[src/rtl/apb_acc_regif.sv]
// APB register front-end for a start/done matrix accelerator: operand/result
// buffers, CTRL/STATUS/CYCLES registers and the run FSM with timeout and irq.
module apb_acc_regif #(
    parameter int unsigned APB_ADDR_WIDTH = 12,  // at least 12
    parameter int unsigned N_WORDS        = 2,   // 1..256
    parameter int unsigned TIMEOUT_W      = 16   // at most 32
) (
    input  logic                        HCLK,
    input  logic                        HRESETn,
    input  logic [APB_ADDR_WIDTH-1:0]   PADDR,
    input  logic [31:0]                 PWDATA,
    input  logic                        PWRITE,
    input  logic                        PSEL,
    input  logic                        PENABLE,
    output logic [31:0]                 PRDATA,
    output logic                        PREADY,
    output logic                        PSLVERR,
    output logic                        acc_start,
    input  logic                        acc_done,
    output logic [32*N_WORDS-1:0]       acc_in_a,
    output logic [32*N_WORDS-1:0]       acc_in_b,
    input  logic [32*N_WORDS-1:0]       acc_out,
    output logic                        irq
);

    localparam int unsigned DATA_W = 32;
    localparam int unsigned IDX_W  = 8;
    localparam logic [TIMEOUT_W-1:0] CNT_MAX = '1;

    typedef enum logic [1:0] {
        ST_IDLE  = 2'd0,
        ST_START = 2'd1,
        ST_WAIT  = 2'd2
    } state_t;

    state_t                 state_q, state_d;
    logic                   acc_start_q, acc_start_d;
    logic                   busy_c, run_done_c, run_to_c;

    logic [TIMEOUT_W-1:0]   cnt_q;
    logic [TIMEOUT_W-1:0]   cycles_q;
    logic                   irq_en_q, irq_en_d;
    logic                   done_q, done_d;
    logic                   timeout_q, timeout_d;
    logic                   irq_q;

    logic [DATA_W-1:0]      a_q   [N_WORDS];
    logic [DATA_W-1:0]      b_q   [N_WORDS];
    logic [DATA_W-1:0]      res_q [N_WORDS];

    // Address decode
    logic                   access_c, upper_ok_c, idx_ok_c;
    logic [1:0]             region_c;
    logic [IDX_W-1:0]       idx_c;
    logic                   sel_ctrl_c, sel_status_c, sel_cycles_c;
    logic                   sel_a_c, sel_b_c, sel_res_c;
    logic                   mapped_c, err_c, wr_ok_c;
    logic                   start_req_c, w1c_done_c, w1c_to_c;
    logic [DATA_W-1:0]      rdata_c;

    if (APB_ADDR_WIDTH > 12) begin : g_hi_addr
        assign upper_ok_c = (PADDR[APB_ADDR_WIDTH-1:12] == '0) && (PADDR[1:0] == 2'b00);
    end else begin : g_no_hi_addr
        assign upper_ok_c = (PADDR[1:0] == 2'b00);
    end

    assign access_c     = PSEL & PENABLE;
    assign region_c     = PADDR[11:10];
    assign idx_c        = PADDR[9:2];
    assign idx_ok_c     = (32'(idx_c) < N_WORDS);

    assign sel_ctrl_c   = upper_ok_c && (region_c == 2'd0) && (idx_c == IDX_W'(0));
    assign sel_status_c = upper_ok_c && (region_c == 2'd0) && (idx_c == IDX_W'(1));
    assign sel_cycles_c = upper_ok_c && (region_c == 2'd0) && (idx_c == IDX_W'(2));
    assign sel_a_c      = upper_ok_c && (region_c == 2'd1) && idx_ok_c;
    assign sel_b_c      = upper_ok_c && (region_c == 2'd2) && idx_ok_c;
    assign sel_res_c    = upper_ok_c && (region_c == 2'd3) && idx_ok_c;
    assign mapped_c     = sel_ctrl_c | sel_status_c | sel_cycles_c | sel_a_c | sel_b_c | sel_res_c;

    // Rejected accesses: unmapped, RO targets, or operand/start writes mid-run
    assign err_c = ~mapped_c
                 | (PWRITE & (sel_cycles_c | sel_res_c
                              | (busy_c & (sel_a_c | sel_b_c | (sel_ctrl_c & PWDATA[0])))));

    assign wr_ok_c     = access_c & PWRITE & ~err_c;
    assign start_req_c = wr_ok_c & sel_ctrl_c & PWDATA[0];
    assign w1c_done_c  = wr_ok_c & sel_status_c & PWDATA[1];
    assign w1c_to_c    = wr_ok_c & sel_status_c & PWDATA[2];

    // FSM state register
    always_ff @(posedge HCLK or negedge HRESETn) begin
        if (!HRESETn) state_q <= ST_IDLE;
        else          state_q <= state_d;
    end

    // FSM next state
    always_comb begin
        state_d = state_q;
        case (state_q)
            ST_IDLE:  if (start_req_c) state_d = ST_START;
            ST_START: state_d = ST_WAIT;
            ST_WAIT:  if (acc_done || (cnt_q == CNT_MAX)) state_d = ST_IDLE;
            default:  state_d = ST_IDLE;
        endcase
    end

    // FSM outputs; done beats timeout when both land on the last cycle
    always_comb begin
        busy_c      = (state_q != ST_IDLE);
        acc_start_d = (state_d == ST_START);
        run_done_c  = (state_q == ST_WAIT) && acc_done;
        run_to_c    = (state_q == ST_WAIT) && !acc_done && (cnt_q == CNT_MAX);
    end

    // Sticky status bits: a same-cycle set overrides the W1C clear
    always_comb begin
        done_d    = run_done_c | (done_q & ~w1c_done_c);
        timeout_d = run_to_c   | (timeout_q & ~w1c_to_c);
        irq_en_d  = (wr_ok_c && sel_ctrl_c) ? PWDATA[1] : irq_en_q;
    end

    always_ff @(posedge HCLK or negedge HRESETn) begin
        if (!HRESETn) begin
            acc_start_q <= 1'b0;
            cnt_q       <= '0;
            cycles_q    <= '0;
            irq_en_q    <= 1'b0;
            done_q      <= 1'b0;
            timeout_q   <= 1'b0;
            irq_q       <= 1'b0;
        end else begin
            acc_start_q <= acc_start_d;
            irq_en_q    <= irq_en_d;
            done_q      <= done_d;
            timeout_q   <= timeout_d;
            irq_q       <= done_d & irq_en_d;
            // Counter reads k in the k-th cycle after the start pulse
            if (start_req_c)
                cnt_q <= '0;
            else if (busy_c && (cnt_q != CNT_MAX))
                cnt_q <= cnt_q + TIMEOUT_W'(1);
            if (run_done_c)
                cycles_q <= cnt_q;
            else if (run_to_c)
                cycles_q <= CNT_MAX;
        end
    end

    // Operand and result buffers
    always_ff @(posedge HCLK or negedge HRESETn) begin
        if (!HRESETn) begin
            for (int i = 0; i < N_WORDS; i++) begin
                a_q[i]   <= '0;
                b_q[i]   <= '0;
                res_q[i] <= '0;
            end
        end else begin
            for (int i = 0; i < N_WORDS; i++) begin
                if (wr_ok_c && sel_a_c && (idx_c == IDX_W'(i)))
                    a_q[i] <= PWDATA;
                if (wr_ok_c && sel_b_c && (idx_c == IDX_W'(i)))
                    b_q[i] <= PWDATA;
                if (run_done_c)
                    res_q[i] <= acc_out[DATA_W*i +: DATA_W];
            end
        end
    end

    // Read mux; rejected or idle accesses return zero
    always_comb begin
        rdata_c = '0;
        if (PSEL && !PWRITE && !err_c) begin
            if (sel_ctrl_c)   rdata_c = {30'b0, irq_en_q, 1'b0};
            if (sel_status_c) rdata_c = {29'b0, timeout_q, done_q, busy_c};
            if (sel_cycles_c) rdata_c = 32'(cycles_q);
            for (int i = 0; i < N_WORDS; i++) begin
                if (idx_c == IDX_W'(i)) begin
                    if (sel_a_c)   rdata_c = a_q[i];
                    if (sel_b_c)   rdata_c = b_q[i];
                    if (sel_res_c) rdata_c = res_q[i];
                end
            end
        end
    end

    for (genvar i = 0; i < N_WORDS; i++) begin : g_flat
        assign acc_in_a[DATA_W*i +: DATA_W] = a_q[i];
        assign acc_in_b[DATA_W*i +: DATA_W] = b_q[i];
    end

    assign PRDATA    = rdata_c;
    assign PREADY    = 1'b1;
    assign PSLVERR   = access_c & err_c;
    assign acc_start = acc_start_q;
    assign irq       = irq_q;

endmodule
[config.mk]
export PLATFORM = sky130hd
export DESIGN_NAME = apb_acc_regif
export DESIGN_NICKNAME = d
export VERILOG_FILES = /design/src/rtl/apb_acc_regif.sv
export SDC_FILE = /design/constraint.sdc
export NUM_CORES = 1
export LEC_CHECK = 0
export ABC_AREA = 1
export CORE_ASPECT_RATIO = 0.6
export CORE_UTILIZATION = 40
export DETAILED_ROUTE_END_ITERATION = 7
export DONT_BUFFER_PORTS = 1
export PLACE_DENSITY = 0.6
export SLEW_MARGIN = 20
export SYNTH_ARGS = -nofsm -noshare
export SYNTH_HDL_FRONTEND = slang
export SYNTH_SLANG_ARGS = --single-unit
[constraint.sdc]
create_clock -name HCLK -period 2.55 [get_ports HCLK]
set_clock_uncertainty 0.1 [all_clocks]
set_input_delay 0.255 -clock HCLK [delete_from_list [all_inputs] [get_ports HCLK]]
set_output_delay 0.255 -clock HCLK [all_outputs]
set_load 0.005 [all_outputs]
==> flow_summary.ini <==
[detailed_routing]
drc = 0
num_vias = 12787
vias_per_cell = 5.55
wl_um = 55200
wire_per_inst_um = 23.9
first_pass_iters = 5
drt-initial-drc-count = 1616
final_antenna_net_count = 0

[floorplan]
start_util_pct = 40.8
die_h_um = 138
io_pins = 278
die-area_mm2 = 0.0315
num_rows = 49
core_mm2 = 0.0301
die_w_um = 228

[critical_path]
r2r-start = cnt_q[0]
crit_type = in -> out
crit_path_start_kind = input port
end_kind = output pin
rr_endpoint = cnt_q[8]
required_ps = 2190
reg2reg_depth = 11
r2r_setup_slack_ps = 130
cp_max_fo = 22
cp.arrival_ps = 2140

[final_layout]
area_growth_pct = 26.5
drive_gt1_share_pct = 11.8
final_util_pct = 51.7
num-nets-final = 1989
layout.cells.non_filler = 2306
nFillCells = 2956

[synthesis]
synth.area.top_cells = dfrtp_1 (47%), nand2_1 (23%), o21ai_0 (6.3%)
ys_seq_elements = 231
ys_seq_area_share_pct = 47.0
synthCells = 1742
syn_nets = 1857
synth_cell_types = 36
syn_area_mm2 = 0.0123
synth_area_per_cell_um2 = 7.06
synth_warnings = 0
yosysTopAreaCell = dfrtp_1
synth_top_area_share_pct = 47.0

[placement]
dpl.hpwl_um = 38400
port_buffers = 0
gp_congestion = 0.962
place_inst = 2135

[timing]
maxSlewViolCount = 0
timing.fmax_ghz = 0.400
hold_ws_ps = -710
finalHoldViolCount = 231
setup_viol_count_final = 0
min_period_over_period_pct = 98.0
tightestPinTransition_ps = 764
slew-limit-headroom_pct = 49.0
rsz0062_at_grt = true
fin_crit_ps = 2500

[outcome]
status = complete, but fails checks
violations = hold timing

[power_and_ir_drop]
powerDensity_mw_per_mm2 = 518
p_clk_share_pct = 46.0
vdd_ir_drop_max_v = 0.000451
switching_share_pct = 24.6
p_sw_uw = 1980
intPower_uw = 6070
pwr-share-comb_pct = 5.4
p_leak_uw = 0.00826
seqPwrFrac_pct = 48.6

[global_routing]
antenna_found_initial = 6
grt_pass1_vias = 11628
overflow = 0
grt_pass1_wl_um = 78300
grt_max_degree = 232
grt.total_usage_pct = 33.9

[clocking]
cts_made_buffers = 25
hold_buffers = 99
clkTransAtPathRegs_ps = 70
clock-sinks = 231
h-tree-depth = 1
cts_tree = yes
clk-insertion-delay-late_ps = 570
root_buffer = clkbuf_16
clockBufferDepth = 3

[min_path]
worstHoldPathType = in -> async

[run]
maxCapViolCount = 0
## layout by cell type (no fill, tap or decap), drive strengths merged, types with 2 or more instances in the layout
master / netlist / routed
a22oi: 6 / 6
clkbuf: 67 / 44
inv: 137 / 137
a221oi: 4 / 4
buf: 38 / 106
o21bai: 2 / 2
nand4: 33 / 33
or2: 19 / 19
dlygate4sd3: 0 / 99
o21ai: 215 / 215
nor2: 86 / 86
o221ai: 2 / 2
a21oi: 61 / 61
nor3: 10 / 10
diode: 0 / 5
nand3: 65 / 65
xor2: 5 / 5
o22ai: 4 / 4
dfrtp: 231 / 231
nand2: 745 / 745
clkinv: 4 / 5
clkinvlp: 0 / 5
## power by group through the flow
stage	clock, uW	combinational, uW	sequential, uW
6_report	3700	435	3920
4_1_cts	3740	418	3910
5_1_grt	3880	475	3930
3_3_place_gp	0	228	3980
2_1_floorplan	0	178	3940
3_5_place_dp	0	237	3970
## repair_timing
| item | in CTS | in global routing |
|---|---|---|
| pin swaps | 0 | 12 |
| cloned | 0 | 5 |
| setup buffers | 0 | 16 |
| gates resized for setup | 4 | 49 |
| setup endpoints to repair | 17 | 29 |
| endpoints found under the hold margin | 429 | 231 |
## sequential cells by signal, indices dropped and copies added, names as in the netlist
register	flops
acc_in_a	64
acc_in_b	64
res_q	64
cnt_q	16
cycles_q	16
state_q	2
acc_start	1
done_q	1
irq	1
irq_en_q	1
timeout_q	1
## logic make-up after synthesis
logic type                 share of synthesized area [%]
adders and majority gates                          0.102
DFF                                                 47.0
and+or+nand+nor                                     31.9
AOI/OAI and AO/OA                                   12.7
buffers and inverters                               7.85
other                                             0.0305
xor gates and xnor gates                           0.427
## per-layer routing
layer | part of all wire (%) | global-route usage, %
met5 | 0.082 | 0
met4 | 2.0 | 6.75
met3 | 14 | 12.7
met2 | 37 | 42.9
met1 | 47 | 52.8
## worst max-delay path by stage
stage          slack (ps)   startpoint          to
6_report               50     PADDR[7]  PRDATA[22]
3_5_place_dp         -210     PADDR[1]  PRDATA[25]
4_1_cts                30  acc_in_a[4]   PRDATA[4]
2_1_floorplan         450     PADDR[5]  PRDATA[20]
5_1_grt               -60     PADDR[7]   PRDATA[0]
3_3_place_gp         -220     PADDR[0]   PRDATA[1]
## stage by stage
stage / worst slack (ps) / hold slack, ps / area [um2] / power, uW / setup TNS [ps]
floorplan: 445 / -141 / 12300 / 4120 / 0
global placement: -222 / -132 / 13300 / 4200 / -1720
detailed placement: -208 / -132 / 13300 / 4210 / -1570
CTS: 30.2 / -725 / 15100 / 8070 / 0
global route: -59.5 / -729 / 15500 / 8280 / -150
finish: 51.5 / -710 / 15600 / 8060 / 0
## layout make-up
type | instances | area (um2) | share of cell area, %
Clock buffer | 39 | 718 | 4.62
Clock inverter | 7 | 86.3 | 0.555
Timing Repair Buffer | 210 | 2180 | 14.0
Sequential cell | 231 | 5780 | 37.2
Inverter | 141 | 537 | 3.45
Antenna cell | 5 | 12.5 | 0.0804
Tap cell | 408 | 510 | 3.28
Multi-Input combinational cell | 1265 | 5730 | 36.8
## cell usage after synthesis (all sizes together)
cell type / instances
or2: 19
clkbuf: 67
buf: 38
dfrtp: 231
clkinv: 4
a21boi: 1
conb: 1
nand2: 745
nor4: 1
ha: 1
nand3b: 1
nor2: 86
a22oi: 6
nand3: 65
a221oi: 4
nor3: 10
o21bai: 2
xnor2: 1
o221ai: 2
o211ai: 1
o21ai: 215
o2111ai: 1
xor2: 5
a21oi: 61
o22ai: 4
nand4: 33
inv: 137
## critical path, stage by stage
cell	delay [ps]
nor2_1	110
nand2_2	120
nor2_8	210
buf_4	150
nand3_4	80
buf_12	180
buf_4	190
nand2_1	60
nand3_1	130
nand3_1	120
nand2_1	50
nand2_1	50
nand2_1	60
a21oi_1	130
nor2_1	70
buf_4	140
Power figures use the tool's default switching activity.
